$ cat config.mk
export PLATFORM = sky130hd
export DESIGN_NAME = zoom_sequencer_flat
export DESIGN_NICKNAME = d
export VERILOG_FILES = /design/src/rtl/zoom_sequencer_if.sv /design/src/rtl/zoom_sequencer.sv /design/src/flat_wrapper.sv
export SDC_FILE = /design/constraint.sdc
export NUM_CORES = 1
export LEC_CHECK = 0
export CAP_MARGIN = 20
export CORE_MARGIN = 5
export CORE_UTILIZATION = 45
export CTS_CLUSTER_SIZE = 25
export DETAILED_ROUTE_END_ITERATION = 12
export HOLD_SLACK_MARGIN = 0.12
export PLACE_DENSITY_LB_ADDON = 0.05
export SETUP_SLACK_MARGIN = 0.1
export SLEW_MARGIN = 30
export SYNTH_ARGS = -nofsm -noshare
export SYNTH_HDL_FRONTEND = slang
export SYNTH_SLANG_ARGS = --single-unit
$ cat constraint.sdc
create_clock -name CLK -period 12.3 [get_ports CLK]
set_clock_uncertainty 0.05 [all_clocks]
set_input_delay 1.845 -clock CLK [delete_from_list [all_inputs] [get_ports CLK]]
set_output_delay 1.845 -clock CLK [all_outputs]
set_load 0.03 [all_outputs]
$ cat src/rtl/zoom_sequencer_if.sv
// ---------------------------------------------------------------------------
// zoom_sequencer_if
//   Memory-side bus of the zoom sequencer: a single-outstanding read port
//   towards the source frame and a ready/enable write port towards the
//   output framebuffer.
//
//   Read side : RD_EN, RD_ADDR (sequencer -> memory)
//               RD_DATA, RD_VALID (memory -> sequencer)
//   Write side: WR_EN, WR_ADDR, WR_DATA (sequencer -> framebuffer)
//               WR_READY (framebuffer -> sequencer)
//
//   master : the sequencer
//   slave  : the memory / framebuffer side
// ---------------------------------------------------------------------------
interface zoom_sequencer_if #(
    parameter int PIX_W = 8,
    parameter int RA_W  = 15,
    parameter int WA_W  = 17
) ();
    logic             RD_EN;
    logic [RA_W-1:0]  RD_ADDR;
    logic [PIX_W-1:0] RD_DATA;
    logic             RD_VALID;
    logic             WR_EN;
    logic [WA_W-1:0]  WR_ADDR;
    logic [PIX_W-1:0] WR_DATA;
    logic             WR_READY;

    modport master (
        output RD_EN, RD_ADDR,
        input  RD_DATA, RD_VALID,
        output WR_EN, WR_ADDR, WR_DATA,
        input  WR_READY
    );

    modport slave (
        input  RD_EN, RD_ADDR,
        output RD_DATA, RD_VALID,
        input  WR_EN, WR_ADDR, WR_DATA,
        output WR_READY
    );
endinterface

$ cat src/rtl/zoom_sequencer.sv
// ---------------------------------------------------------------------------
// zoom_sequencer
//   Runs one zoom pass over the SRC_W x SRC_H source frame per accepted
//   START. Output pixels are produced in row-major order; each needs one
//   source read (NN/PR/DC) or four (BA, 2x2 average), with one read
//   outstanding at a time, followed by one handshaked framebuffer write.
//
//   Ports
//     CLK, RESET_N       clock (rising edge) / async active-low reset
//     START              zoom request, honoured only in IDLE
//     ALGORITHM          0=NN, 1=PR (2x up), 2=DC (2x down), 3=BA (2x2 avg)
//     BUSY, DONE         run in progress / one-cycle end-of-run pulse
//     OUT_WIDTH/HEIGHT   output dimensions of the current or last run
//     bus (master)       source read port and framebuffer write port
//
//   Build option
//     ZOOM_BA_ROUND_EN   defined: BA output is (sum+2)>>2 (round half up)
//                        undefined: BA output is sum>>2 (truncate)
// ---------------------------------------------------------------------------
module zoom_sequencer #(
    parameter int SRC_W = 160,
    parameter int SRC_H = 120,
    parameter int PIX_W = 8,
    parameter int RA_W  = 15,
    parameter int WA_W  = 17
) (
    input  logic             CLK,
    input  logic             RESET_N,
    input  logic             START,
    input  logic [1:0]       ALGORITHM,
    output logic             BUSY,
    output logic             DONE,
    output logic [9:0]       OUT_WIDTH,
    output logic [8:0]       OUT_HEIGHT,
    zoom_sequencer_if.master bus
);

    typedef enum logic [2:0] {
        ST_IDLE,
        ST_ISSUE,
        ST_WAIT,
        ST_WRITE,
        ST_FIN
    } state_e;

    typedef enum logic [1:0] {
        ALG_NN = 2'd0,
        ALG_PR = 2'd1,
        ALG_DC = 2'd2,
        ALG_BA = 2'd3
    } alg_e;

    // Four PIX_W samples summed need two extra bits.
    localparam int ACC_W = PIX_W + 2;

    state_e           state_q;
    alg_e             alg_q;
    logic [9:0]       ox_q;
    logic [8:0]       oy_q;
    logic [1:0]       sub_q;
    logic [ACC_W-1:0] acc_q;
    logic             busy_q;
    logic             done_q;
    logic             rd_en_q;
    logic [RA_W-1:0]  rd_addr_q;
    logic             wr_en_q;
    logic [WA_W-1:0]  wr_addr_q;
    logic [PIX_W-1:0] wr_data_q;
    logic [9:0]       out_w_q;
    logic [8:0]       out_h_q;

    logic [ACC_W-1:0] sum_d;
    logic [PIX_W-1:0] avg_d;
    logic             last_col_d;
    logic             last_pix_d;
    logic [9:0]       ox_d;
    logic [8:0]       oy_d;

    // Source address of read number `sub` for output pixel (ox, oy).
    function automatic logic [RA_W-1:0] src_addr(
        input alg_e       alg,
        input logic [9:0] ox,
        input logic [8:0] oy,
        input logic [1:0] sub
    );
        logic [31:0] sx;
        logic [31:0] sy;
        case (alg)
            ALG_NN, ALG_PR: begin
                sx = {23'd0, ox[9:1]};
                sy = {24'd0, oy[8:1]};
            end
            ALG_DC: begin
                sx = {21'd0, ox, 1'b0};
                sy = {22'd0, oy, 1'b0};
            end
            default: begin
                // sub[0] picks the right column, sub[1] the lower row.
                sx = {21'd0, ox, sub[0]};
                sy = {22'd0, oy, sub[1]};
            end
        endcase
        return RA_W'(sy * 32'(SRC_W) + sx);
    endfunction

    always_comb begin
        // NOTE: every signal driven here is assigned on every path, so no
        // latch is inferred.
        sum_d = acc_q + ACC_W'(bus.RD_DATA);
`ifdef ZOOM_BA_ROUND_EN
        avg_d = PIX_W'((sum_d + ACC_W'(2)) >> 2);
`else
        avg_d = PIX_W'(sum_d >> 2);
`endif
        last_col_d = (ox_q == out_w_q - 10'd1);
        last_pix_d = last_col_d && (oy_q == out_h_q - 9'd1);
        ox_d       = last_col_d ? 10'd0 : ox_q + 10'd1;
        oy_d       = last_col_d ? oy_q + 9'd1 : oy_q;
    end

    always_ff @(posedge CLK or negedge RESET_N) begin
        if (!RESET_N) begin
            state_q   <= ST_IDLE;
            alg_q     <= ALG_NN;
            ox_q      <= '0;
            oy_q      <= '0;
            sub_q     <= '0;
            acc_q     <= '0;
            busy_q    <= 1'b0;
            done_q    <= 1'b0;
            rd_en_q   <= 1'b0;
            rd_addr_q <= '0;
            wr_en_q   <= 1'b0;
            wr_addr_q <= '0;
            wr_data_q <= '0;
            out_w_q   <= 10'(SRC_W);
            out_h_q   <= 9'(SRC_H);
        end else begin
            // NOTE: non-blocking assignments, so every register here sees
            // the pre-edge value of every other register.
            case (state_q)
                ST_IDLE: begin
                    if (START) begin
                        alg_q     <= alg_e'(ALGORITHM);
                        ox_q      <= '0;
                        oy_q      <= '0;
                        sub_q     <= '0;
                        acc_q     <= '0;
                        wr_addr_q <= '0;
                        out_w_q   <= ALGORITHM[1] ? 10'(SRC_W / 2) : 10'(2 * SRC_W);
                        out_h_q   <= ALGORITHM[1] ? 9'(SRC_H / 2) : 9'(2 * SRC_H);
                        // Pixel (0,0) reads source address 0 for every algorithm.
                        rd_en_q   <= 1'b1;
                        rd_addr_q <= '0;
                        busy_q    <= 1'b1;
                        state_q   <= ST_ISSUE;
                    end
                end

                ST_ISSUE: begin
                    rd_en_q <= 1'b0;
                    state_q <= ST_WAIT;
                end

                ST_WAIT: begin
                    if (bus.RD_VALID) begin
                        if (alg_q == ALG_BA) begin
                            if (sub_q != 2'd3) begin
                                acc_q     <= sum_d;
                                sub_q     <= sub_q + 2'd1;
                                rd_en_q   <= 1'b1;
                                rd_addr_q <= src_addr(alg_q, ox_q, oy_q, sub_q + 2'd1);
                                state_q   <= ST_ISSUE;
                            end else begin
                                wr_data_q <= avg_d;
                                acc_q     <= '0;
                                sub_q     <= '0;
                                wr_en_q   <= 1'b1;
                                state_q   <= ST_WRITE;
                            end
                        end else begin
                            wr_data_q <= bus.RD_DATA;
                            wr_en_q   <= 1'b1;
                            state_q   <= ST_WRITE;
                        end
                    end
                end

                ST_WRITE: begin
                    // Address and data stay put until the framebuffer takes them.
                    if (bus.WR_READY) begin
                        wr_en_q <= 1'b0;
                        if (last_pix_d) begin
                            done_q  <= 1'b1;
                            state_q <= ST_FIN;
                        end else begin
                            ox_q      <= ox_d;
                            oy_q      <= oy_d;
                            wr_addr_q <= wr_addr_q + WA_W'(1);
                            rd_en_q   <= 1'b1;
                            rd_addr_q <= src_addr(alg_q, ox_d, oy_d, 2'd0);
                            state_q   <= ST_ISSUE;
                        end
                    end
                end

                ST_FIN: begin
                    done_q  <= 1'b0;
                    busy_q  <= 1'b0;
                    state_q <= ST_IDLE;
                end

                default: state_q <= ST_IDLE;
            endcase
        end
    end

    assign BUSY        = busy_q;
    assign DONE        = done_q;
    assign OUT_WIDTH   = out_w_q;
    assign OUT_HEIGHT  = out_h_q;
    assign bus.RD_EN   = rd_en_q;
    assign bus.RD_ADDR = rd_addr_q;
    assign bus.WR_EN   = wr_en_q;
    assign bus.WR_ADDR = wr_addr_q;
    assign bus.WR_DATA = wr_data_q;

endmodule
$ cat src/flat_wrapper.sv
// flat-port wrapper written by rule: the top's interface ports become plain ports
module zoom_sequencer_flat 
#(
    parameter int SRC_W = 160,
    parameter int SRC_H = 120,
    parameter int PIX_W = 8,
    parameter int RA_W  = 15,
    parameter int WA_W  = 17
)
  (CLK, RESET_N, START, ALGORITHM, BUSY, DONE, OUT_WIDTH, OUT_HEIGHT, bus_RD_EN, bus_RD_ADDR, bus_RD_DATA, bus_RD_VALID, bus_WR_EN, bus_WR_ADDR, bus_WR_DATA, bus_WR_READY);
  zoom_sequencer_if #(.PIX_W(PIX_W), .RA_W(RA_W), .WA_W(WA_W)) bus_i ();
  input  logic CLK;
  input  logic RESET_N;
  input  logic START;
  input  logic [1:0] ALGORITHM;
  output logic BUSY;
  output logic DONE;
  output logic [9:0] OUT_WIDTH;
  output logic [8:0] OUT_HEIGHT;
  output wire logic [$bits(bus_i.RD_EN)-1:0] bus_RD_EN;
  output wire logic [$bits(bus_i.RD_ADDR)-1:0] bus_RD_ADDR;
  input wire logic [$bits(bus_i.RD_DATA)-1:0] bus_RD_DATA;
  input wire logic [$bits(bus_i.RD_VALID)-1:0] bus_RD_VALID;
  output wire logic [$bits(bus_i.WR_EN)-1:0] bus_WR_EN;
  output wire logic [$bits(bus_i.WR_ADDR)-1:0] bus_WR_ADDR;
  output wire logic [$bits(bus_i.WR_DATA)-1:0] bus_WR_DATA;
  input wire logic [$bits(bus_i.WR_READY)-1:0] bus_WR_READY;
  assign bus_RD_EN = bus_i.RD_EN;
  assign bus_RD_ADDR = bus_i.RD_ADDR;
  assign bus_i.RD_DATA = bus_RD_DATA;
  assign bus_i.RD_VALID = bus_RD_VALID;
  assign bus_WR_EN = bus_i.WR_EN;
  assign bus_WR_ADDR = bus_i.WR_ADDR;
  assign bus_WR_DATA = bus_i.WR_DATA;
  assign bus_i.WR_READY = bus_WR_READY;
  zoom_sequencer #(.SRC_W(SRC_W), .SRC_H(SRC_H), .PIX_W(PIX_W), .RA_W(RA_W), .WA_W(WA_W)) u_core (.CLK(CLK), .RESET_N(RESET_N), .START(START), .ALGORITHM(ALGORITHM), .BUSY(BUSY), .DONE(DONE), .OUT_WIDTH(OUT_WIDTH), .OUT_HEIGHT(OUT_HEIGHT), .bus(bus_i));
endmodule
==> out/qor.csv, run 1 <==
stage;metric;value;unit
outcome;status;finished clean;
worst_setup_path;crit_slowest_cell;and3_1;
cts;post_cts_resized;0;
floorplan;io_pins;78;
floorplan;initial_core_util;45.4;%
yosys;synth.largest_area_cell;dfrtp_1;
worst_setup_path;crit_buf_inv;1;
floorplan;core-area;14400;um^2
cts;numCtsBuffers;9;
grt;grt_pass1_wl;26.6;mm
worst_setup_path;worstPathArrival;5760;ps
timing;min_period_over_period;45.4;%
grt;met1_usage;29.7;%
yosys;synth_edf_count;0;
pwr;finalPower;0.00135;W
yosys;yosysWarnings;0;
worst_setup_path;r2r_slack;6720;ps
pwr;max-vdd-ir-drop;0.145;mV
grt;gr-total-overflow;0;
grt;grt.met2_usage;29.3;%
yosys;ys.flop_type;dfrtp_1;
grt;grt-busiest-layer;met1;
detailed_routing;finalWirelength;16.4;mm
timing;finalSetupViolations;0;
place;placement.io_buffers;67;
floorplan;rows;44;
detailed_routing;antenna_left;0;
worst_setup_path;startpoint_type;flop;
yosys;syn_area_per_cell;8.65;um^2
place;detailed_place_hpwl;12.2;mm
final_layout;final_cell_mix;nand2_1 (90), dfrtp_1 (81), o21ai_0 (76), clkdlybuf4s50_1 (66), nor2_1 (56);
cts;post_cts_buffers;0;
grt;track_usage;19.7;%
timing;fmax;179;MHz
final_layout;num_antenna_cells;0;
job;maxCapViolCount;0;
worst_setup_path;worstPathMaxFanout;56;
grt;grt_util_met3;3.46;%
worst_setup_path;cp_cell_sequence;buf_4, nor2_1, or4_1, nand3_1, and3_1, and4_1, nor3_1, a221oi_1, ha_1, fa_1, xor2_1, ha_1, o21ai_0, a21oi_1, o2111ai_1, xnor2_1, xnor2_1, a21o_1;
floorplan;die_x;131;um
yosys;synthCells;757;
grt;grt_pass1_vias;5058;
worst_setup_path;end_kind;flop;
floorplan;die_h;131;um
final_layout;area_delta_synth_final;14.4;%
cts;cts.reportedPaths.clkPinSlew;60;ps
pwr;p_leak;3.38;nW
timing;maxSlewHeadroom;43.5;%
yosys;synth.distinct_cells;67;
timing;setup_tns;0;ps
cts;clock_sinks;85;
final_layout;drive_gt1_share;6.30;%
worst_setup_path;max_stage_delay;590;ps
yosys;synth.cell_area;6550;um^2
yosys;yosys-top-cells-area;dfrtp_1 (31%), ha_1 (9.6%), xnor2_1 (6.3%);
timing;tightest_slew;845;ps
worst_setup_path;criticalPathCategory;flop to flop;
floorplan;die-area;17100;um^2
timing;slew_violations;0;
cts;htree_num_levels;3;
final_layout;layout_commonest_cell;nand2_1;
grt;antenna_found_initial;0;
timing;rsz0062_at_grt;false;
cts;clockBufferDepth;2;
yosys;synth_top_area_share;31.4;%
detailed_routing;vias;5373;
yosys;ys_seq_elements;85;
grt;grt_max_degree;65;
place;gp_congestion;0.819;
cts;clk_latency;340;ps
detailed_routing;vias_per_cell;5.49;
detailed_routing;dr.pass1.iters;5;
detailed_routing;wl_per_cell;16.8;um
cts;cts_tree;done;
worst_setup_path;critPathTopFamily;simple AND/OR/NAND/NOR gates;
cts;cts-hold-fix-buffers;0;
yosys;async_flop_share;100;%
worst_hold_path;hp-class;flop to flop;
final_layout;nNetsFinal;861;
cts;cts-root-buf;clkbuf_16;
pwr;p_per_area;181;nW/um^2
yosys;ys_seq_area_share;32.6;%
worst_setup_path;cp.required;12480;ps
timing;fin_crit;5580;ps
detailed_routing;drc;0;
timing;final_hold_viol_count;0;
detailed_routing;dr.first_iter.drc_count;423;
[flip-flops by register name, summed over array words and instances (netlist names)]
signal              flops
u_core.BUSY             1
u_core.DONE             1
u_core.OUT_HEIGHT       3
u_core.OUT_WIDTH        3
u_core.acc_q           10
u_core.alg_q            1
u_core.bus.RD_ADDR     15
u_core.bus.RD_EN        1
u_core.bus.WR_ADDR     17
u_core.bus.WR_DATA      8
u_core.bus.WR_EN        1
u_core.ox_q            10
u_core.oy_q             9
u_core.state_q          3
u_core.sub_q            2
[path summary, 6_finish.rpt]
| kind | start | cells past startpoint | to |
|---|---|---|---|
| min in group asynchronous | RESET_N | 1 | u_core.bus.RD_ADDR[9] |
| max reg2reg | u_core.OUT_WIDTH[4] | 18 | u_core.bus.RD_ADDR[14] |
| min | u_core.bus.RD_ADDR[0] | 2 | u_core.bus.RD_ADDR[0] |
| max in group asynchronous | RESET_N | 2 | u_core.ox_q[9] |
| min reg2reg | u_core.bus.RD_ADDR[0] | 2 | u_core.bus.RD_ADDR[0] |
| max | u_core.OUT_WIDTH[4] | 18 | u_core.bus.RD_ADDR[14] |
[Yosys cell counts, types with 10 or more instances]
master    number
dfrtp_1       82
nor2_1        56
clkbuf_1      26
o31ai_1       17
o21ai_0       76
buf_2         10
and3_1        11
a21o_1        13
xor2_1        25
nor2b_1       11
inv_1         18
xnor2_1       47
ha_1          50
nand3_1       13
nand2_1       90
mux2i_1       11
mux2_2        13
buf_4         17
nor3_1        10
and2_1        10
a21oi_1       42
[routing by layer]
layer	wire, um	vias up
met4	189	0
li1	-	2704
met1	8350	2535
met5	0	-
met2	7120	120
met3	789	14
[area by class of cell]
cell class,instances,area [um^2]
clock buffers,9,225
clock inverters,5,30.0
fillers,1368,6930
inverters,18,67.6
multi-input cells,604,4090
flip-flops and latches,85,2130
well taps,184,230
repair buffers,73,713
[worst min-delay path: cells and delay by family (launching register included)]
family	cells	cell delay, ps
AND/OR/NAND/NOR	1	40
flip-flops	1	340
AO/OA/AOI/OAI	1	60
[through the flow]
step                setup WS [ps]  utilization [%]  area, um^2  hold WS [ps]  instances
floorplan                    7470                -        6580           403        765
global placement             7020             50.1        7230           411        964
detailed placement           6840             50.2        7230           420        964
CTS                          6790             51.9        7490           434        978
global route                 6360             51.9        7490           441        978
finish                       6720             51.9        7490           423        978
[where the power goes]
part           switching, W  internal (W)  total, W
sequential        0.0000533      0.000349  0.000402
clock              0.000110      0.000133  0.000243
combinational      0.000443      0.000266  0.000710
[kinds of logic after synthesis]
logic type	after synthesis	share of synthesized area, %
other	2	0.115
and+or+nand+nor	239	17.4
buffers and inverters	76	5.64
muxes	25	4.15
adders and majority gates	55	11.1
xor gates and xnor gates	72	9.63
AOI/OAI and AO/OA	203	19.5
DFF	85	32.6
No activity file was read; power rests on OpenSTA's default activity.
==> run 2, diff against run 1 <==
==> constraint.sdc (replaced) <==
create_clock -name CLK -period 5.7 [get_ports CLK]
set_clock_uncertainty 0.05 [all_clocks]
set_input_delay 0.855 -clock CLK [delete_from_list [all_inputs] [get_ports CLK]]
set_output_delay 0.855 -clock CLK [all_outputs]
set_load 0.03 [all_outputs]
==> out/qor.csv, run 2 (synthesized netlist as in run 1, its figures left out) <==
stage;metric;value;unit;change
outcome;status;finished clean;;
worst_setup_path;cpMostUsedCell;ha_1;;
worst_setup_path;criticalPathCategory;flop to flop;;
timing;rsz0062_at_grt;false;;
worst_setup_path;cp_cell_sequence;inv_1, ha_1, or3_1, a31oi_2, and3_1, and4_1, nor3_1, a221oi_1, ha_1, fa_1, xor2_1, ha_1, o21ai_0, a21oi_1, o2111ai_1, xnor2_1, xnor2_1, a21o_1;;
job;maxCapViolCount;0;;unchanged
worst_hold_path;hp-class;input port to asynchronous set/reset pin;;
final_layout;area_delta_synth_final;15.7;%;
cts;clockBufferDepth;2;;unchanged
worst_setup_path;worstPathMaxFanout;7;;-88%
floorplan;initial_core_util;45.4;%;unchanged
cts;cts_tree;done;;
grt;gr-total-overflow;0;;unchanged
detailed_routing;dr.first_iter.drc_count;360;;-15%
final_layout;nNetsFinal;863;;+0.23%
cts;numCtsBuffers;9;;unchanged
timing;maxSlewHeadroom;38.1;%;-5.4 points
timing;fin_crit;5030;ps;-553 ps
place;detailed_place_hpwl;12.1;mm;-0.75%
detailed_routing;dr.pass1.iters;5;;unchanged
worst_setup_path;critPathTopFamily;adder cells;;
worst_setup_path;cp.required;5890;ps;-6590 ps
detailed_routing;finalWirelength;16.4;mm;-0.36%
timing;min_period_over_period;88.2;%;+43 points
floorplan;die_x;131;um;unchanged
final_layout;largest_reg_flops;17;;unchanged
grt;grt_pass1_vias;5246;;+3.7%
grt;track_usage;20.1;%;+0.49 points
worst_setup_path;end_kind;flop;;
final_layout;layout_commonest_cell;nand2_1;;
final_layout;fill_cells;1381;;+0.95%
pwr;max-vdd-ir-drop;0.254;mV;+75%
timing;hold_ws;399;ps;-24.9 ps
cts;clk_latency;350;ps;about the same
grt;grt_max_degree;53;;-18%
cts;cts.reportedPaths.clkPinSlew;60;ps;about the same
grt;antenna_found_initial;0;;unchanged
timing;fmax;199;MHz;+11%
timing;setup_tns;0;ps;unchanged
pwr;p_leak;3.42;nW;+1.2%
cts;cts-hold-fix-buffers;0;;unchanged
cts;post_cts_resized;0;;unchanged
detailed_routing;antenna_left;0;;unchanged
timing;final_hold_viol_count;0;;unchanged
floorplan;io_pins;78;;unchanged
worst_setup_path;startpoint_type;flop;;
grt;grt_pass1_wl;27.3;mm;+2.8%
detailed_routing;vias_per_cell;5.50;;+0.20%
floorplan;die-area;17100;um^2;unchanged
detailed_routing;vias;5400;;+0.50%
worst_setup_path;crit_buf_inv;1;;unchanged
final_layout;final_cell_mix;nand2_1 (90), dfrtp_1 (81), o21ai_0 (76), clkdlybuf4s50_1 (66), nor2_1 (56);;
cts;cts-root-buf;clkbuf_16;;
final_layout;num_antenna_cells;0;;unchanged
floorplan;die_h;131;um;unchanged
worst_setup_path;crit_slowest_cell;dfstp_2;;
cts;htree_num_levels;3;;unchanged
floorplan;core-area;14400;um^2;unchanged
timing;slew_violations;0;;unchanged
worst_setup_path;worstPathArrival;5220;ps;-540 ps
worst_setup_path;max_stage_delay;570;ps;-20 ps
place;placement.io_buffers;67;;unchanged
detailed_routing;wl_per_cell;16.7;um;-0.67%
final_layout;drive_gt1_share;6.40;%;+0.10 points
cts;clock_sinks;85;;unchanged
timing;tightest_slew;929;ps;+84.4 ps
timing;finalSetupViolations;0;;unchanged
pwr;p_per_area;405;nW/um^2;+120%
floorplan;rows;44;;unchanged
cts;post_cts_buffers;0;;unchanged
detailed_routing;drc;0;;unchanged
place;gp_congestion;0.840;;+2.6%
==> run 2: cell types whose count changed in the layout (fill, tap and decap cells not counted) <==
cell	delta
buf_4	+2
clkinv_2	-3
clkinvlp_4	-1
bufinv_16	+3
o21ai_2	+1
o21ai_4	-1
clkbuf_1	+2
==> run 2: layer usage <==
layer  part of all wire (%)  global-route usage (%)  routed length [um]  up-vias
met1                     49                    29.1                8040     2526
li1                       -                       -                   -     2729
met5                      0                       0                   0        -
met2                     44                    30.8                7270      123
met3                    5.1                    4.19                 835       22
met4                    1.5                    5.26                 242        0
==> run 2: layout make-up <==
cell class | count | area (um^2) | share of cell area [%]
inverters | 18 | 67.6 | 0.892
well taps | 184 | 230 | 3.04
clock buffers | 11 | 233 | 3.07
clock inverters | 4 | 97.6 | 1.29
flip-flops and latches | 85 | 2130 | 28.2
repair buffers | 75 | 728 | 9.62
multi-input cells | 604 | 4080 | 53.9
==> run 2: path summary, 6_finish.rpt <==
| path | startpoint | to | slack (ps) | cells after the start |
|---|---|---|---|---|
| setup / recovery | u_core.OUT_WIDTH[7] | u_core.bus.RD_ADDR[14] | 670 | 18 |
| hold / removal | RESET_N | u_core.bus.RD_ADDR[9] | 400 | 1 |
| setup reg to reg | u_core.OUT_WIDTH[7] | u_core.bus.RD_ADDR[14] | 670 | 18 |
| hold reg to reg | u_core.bus.RD_ADDR[5] | u_core.bus.RD_ADDR[5] | 430 | 2 |
| max in group asynchronous | RESET_N | u_core.OUT_WIDTH[4] | 4110 | 2 |
| min in group CLK | u_core.bus.RD_ADDR[5] | u_core.bus.RD_ADDR[5] | 430 | 2 |
==> run 2: metrics by stage <==
| step | std cells | power, W | util [%] | setup slack [ps] | instance area [um^2] |
|---|---|---|---|---|---|
| after CTS | 981 | 0.00310 | 52.5 | 647 | 7570 |
| final | 981 | 0.00307 | 52.5 | 673 | 7570 |
| after global routing | 981 | 0.00330 | 52.5 | 271 | 7570 |
| after detailed placement | 966 | 0.00241 | 50.2 | 700 | 7240 |
| after global placement | 966 | 0.00239 | 50.2 | 835 | 7240 |
| after floorplan | 765 | 0.00195 | - | 866 | 6580 |
==> run 2: report_power, final <==
| group | switching, W | leakage [nW] | internal, W |
|---|---|---|---|
| Clock | 0.000241 | 0.156 | 0.000426 |
| Combinational | 0.000932 | 2.15 | 0.000578 |
| Sequential | 0.000139 | 1.11 | 0.000752 |
==> run 2: worst reg2reg max path, delay by kind of cell, from the launching register on <==
kind | cells | cell delay (ps)
XOR/XNOR | 3 | 490
flip-flops | 1 | 570
AO/OA/AOI/OAI | 6 | 1190
buffers and inverters | 1 | 90
AND/OR/NAND/NOR | 4 | 1200
adder cells (fa/ha/maj) | 4 | 1340
==> run 3, diff against run 2 <==
--- a/config.mk
+++ b/config.mk
@@ -8,7 +8,7 @@
 export CAP_MARGIN = 20
 export CORE_MARGIN = 5
 export CORE_UTILIZATION = 45
-export CTS_CLUSTER_SIZE = 25
+export CTS_BUF_LIST = sky130_fd_sc_hd__clkbuf_4 sky130_fd_sc_hd__clkbuf_8
 export DETAILED_ROUTE_END_ITERATION = 12
 export HOLD_SLACK_MARGIN = 0.12
 export PLACE_DENSITY_LB_ADDON = 0.05
==> out/qor.csv, run 3 (synthesized netlist as in run 1, its figures left out) <==
stage;metric;value;unit;change
outcome;status;finished clean;;
worst_hold_path;hp-class;input port to asynchronous set/reset pin;;
place;gp_congestion;0.840;;unchanged
job;maxCapViolCount;0;;unchanged
floorplan;die_h;131;um;unchanged
final_layout;fill_cells;1381;;unchanged
timing;fin_crit;5020;ps;-9.39 ps
worst_setup_path;criticalPathCategory;flop to flop;;
detailed_routing;wl_per_cell;16.7;um;-0.25%
timing;hold_ws;370;ps;-28.7 ps
cts;numCtsBuffers;9;;unchanged
grt;track_usage;20.0;%;-0.14 points
cts;cts-root-buf;clkbuf_8;;
grt;grt_max_degree;53;;unchanged
timing;maxSlewHeadroom;36.7;%;-1.4 points
detailed_routing;antenna_left;0;;unchanged
floorplan;die_x;131;um;unchanged
cts;cts.reportedPaths.clkPinSlew;80;ps;+20 ps
final_layout;largest_reg_flops;17;;unchanged
timing;tightest_slew;950;ps;+20.8 ps
pwr;p_per_area;391;nW/um^2;-3.6%
detailed_routing;vias;5416;;+0.30%
worst_setup_path;crit_slowest_cell;dfstp_2;;
timing;slew_violations;0;;unchanged
cts;clock_sinks;85;;unchanged
worst_setup_path;worstPathMaxFanout;7;;unchanged
detailed_routing;drc;0;;unchanged
grt;antenna_found_initial;0;;unchanged
grt;gr-total-overflow;0;;unchanged
place;placement.io_buffers;67;;unchanged
worst_setup_path;max_stage_delay;570;ps;about the same
timing;min_period_over_period;88.0;%;-0.16 points
cts;htree_num_levels;3;;unchanged
grt;grt_pass1_wl;27.2;mm;-0.45%
pwr;p_leak;3.38;nW;-1.1%
detailed_routing;dr.pass1.iters;5;;unchanged
detailed_routing;finalWirelength;16.3;mm;-0.25%
cts;cts-hold-fix-buffers;0;;unchanged
final_layout;nNetsFinal;863;;unchanged
cts;post_cts_resized;0;;unchanged
timing;final_hold_viol_count;0;;unchanged
timing;fmax;199;MHz;+0.19%
final_layout;final_cell_mix;nand2_1 (90), dfrtp_1 (81), o21ai_0 (76), clkdlybuf4s50_1 (66), nor2_1 (56);;
timing;rsz0062_at_grt;false;;
timing;setup_tns;0;ps;unchanged
floorplan;io_pins;78;;unchanged
timing;finalSetupViolations;0;;unchanged
cts;clockBufferDepth;2;;unchanged
pwr;finalPower;0.00292;W;-4.8%
worst_setup_path;cp_cell_sequence;inv_1, ha_1, or3_1, a31oi_2, and3_1, and4_1, nor3_1, a221oi_1, ha_1, fa_1, xor2_1, ha_1, o21ai_0, a21oi_1, o2111ai_1, xnor2_1, xnor2_1, a21o_1;;
final_layout;layout_commonest_cell;nand2_1;;
cts;cts_tree;done;;
final_layout;area_delta_synth_final;14.3;%;
worst_setup_path;cpMostUsedCell;ha_1;;
grt;grt_pass1_vias;5262;;+0.30%
final_layout;num_antenna_cells;0;;unchanged
detailed_routing;vias_per_cell;5.52;;+0.30%
worst_setup_path;cp.required;5920;ps;+30 ps
worst_setup_path;startpoint_type;flop;;
detailed_routing;dr.first_iter.drc_count;319;;-11%
final_layout;fin_util;51.8;%;-0.65 points
cts;post_cts_buffers;0;;unchanged
floorplan;initial_core_util;45.4;%;unchanged
worst_setup_path;end_kind;flop;;
place;detailed_place_hpwl;12.1;mm;unchanged
floorplan;rows;44;;unchanged
cts;clk_latency;370;ps;+20 ps
final_layout;drive_gt1_share;6.65;%;+0.25 points
floorplan;die-area;17100;um^2;unchanged
worst_setup_path;worstPathArrival;5230;ps;about the same
pwr;max-vdd-ir-drop;0.316;mV;+24%
floorplan;core-area;14400;um^2;unchanged
==> run 3: changes by cell type in the layout (fill, tap and decap cells not counted) <==
cell and delta:
clkbuf_16 -9, clkbuf_8 +9, clkbuf_1 -2, clkbuf_4 +2
==> run 3: worst max-delay path, delay by kind of cell, from the launching register on <==
family	cells	cell delay (ps)
compound gates	6	1180
xor+xnor	3	490
fa+ha+maj	4	1330
buf+inv	1	80
flops	1	570
simple gates	4	1200
==> run 3: routing by layer <==
metal  GRT usage (%)  vias up  wire length, um
met4            5.26        0              208
li1                -     2723                -
met3            3.82       18              753
met2            30.5      136             7250
met5               0        -                0
met1            29.2     2539             8140
==> run 3: worst paths after layout <==
path | from | endpoint | slack, ps | cells after the start
min in group CLK | u_core.bus.RD_ADDR[5] | u_core.bus.RD_ADDR[5] | 430 | 2
max in group asynchronous | RESET_N | u_core.OUT_WIDTH[4] | 4130 | 2
setup / recovery | u_core.OUT_WIDTH[7] | u_core.bus.RD_ADDR[14] | 680 | 18
hold reg to reg | u_core.bus.RD_ADDR[5] | u_core.bus.RD_ADDR[5] | 430 | 2
hold / removal | RESET_N | u_core.bus.RD_ADDR[9] | 370 | 1
setup reg to reg | u_core.OUT_WIDTH[7] | u_core.bus.RD_ADDR[14] | 680 | 18
==> run 3: power breakdown <==
part	switching (W)	internal (W)	total, W
clock	0.000223	0.000299	0.000522
combinational	0.000933	0.000577	0.00151
sequential	0.000139	0.000751	0.000890
==> run 3: layout make-up <==
cell class / instances / area, um^2 / share of cell area (%)
Clock inverter: 4 / 97.6 / 1.31
Tap cell: 184 / 230 / 3.08
Inverter: 18 / 67.6 / 0.903
Timing Repair Buffer: 75 / 728 / 9.74
Clock buffer: 11 / 139 / 1.86
Multi-Input combinational cell: 604 / 4080 / 54.6
Sequential cell: 85 / 2130 / 28.5
==> run 3: per-stage QoR <==
step / std cells / worst slack (ps) / instance area, um^2
floorplan: 765 / 866 / 6580
global placement: 966 / 835 / 7240
detailed placement: 966 / 700 / 7240
CTS: 981 / 653 / 7480
global route: 981 / 270 / 7480
finish: 981 / 682 / 7480
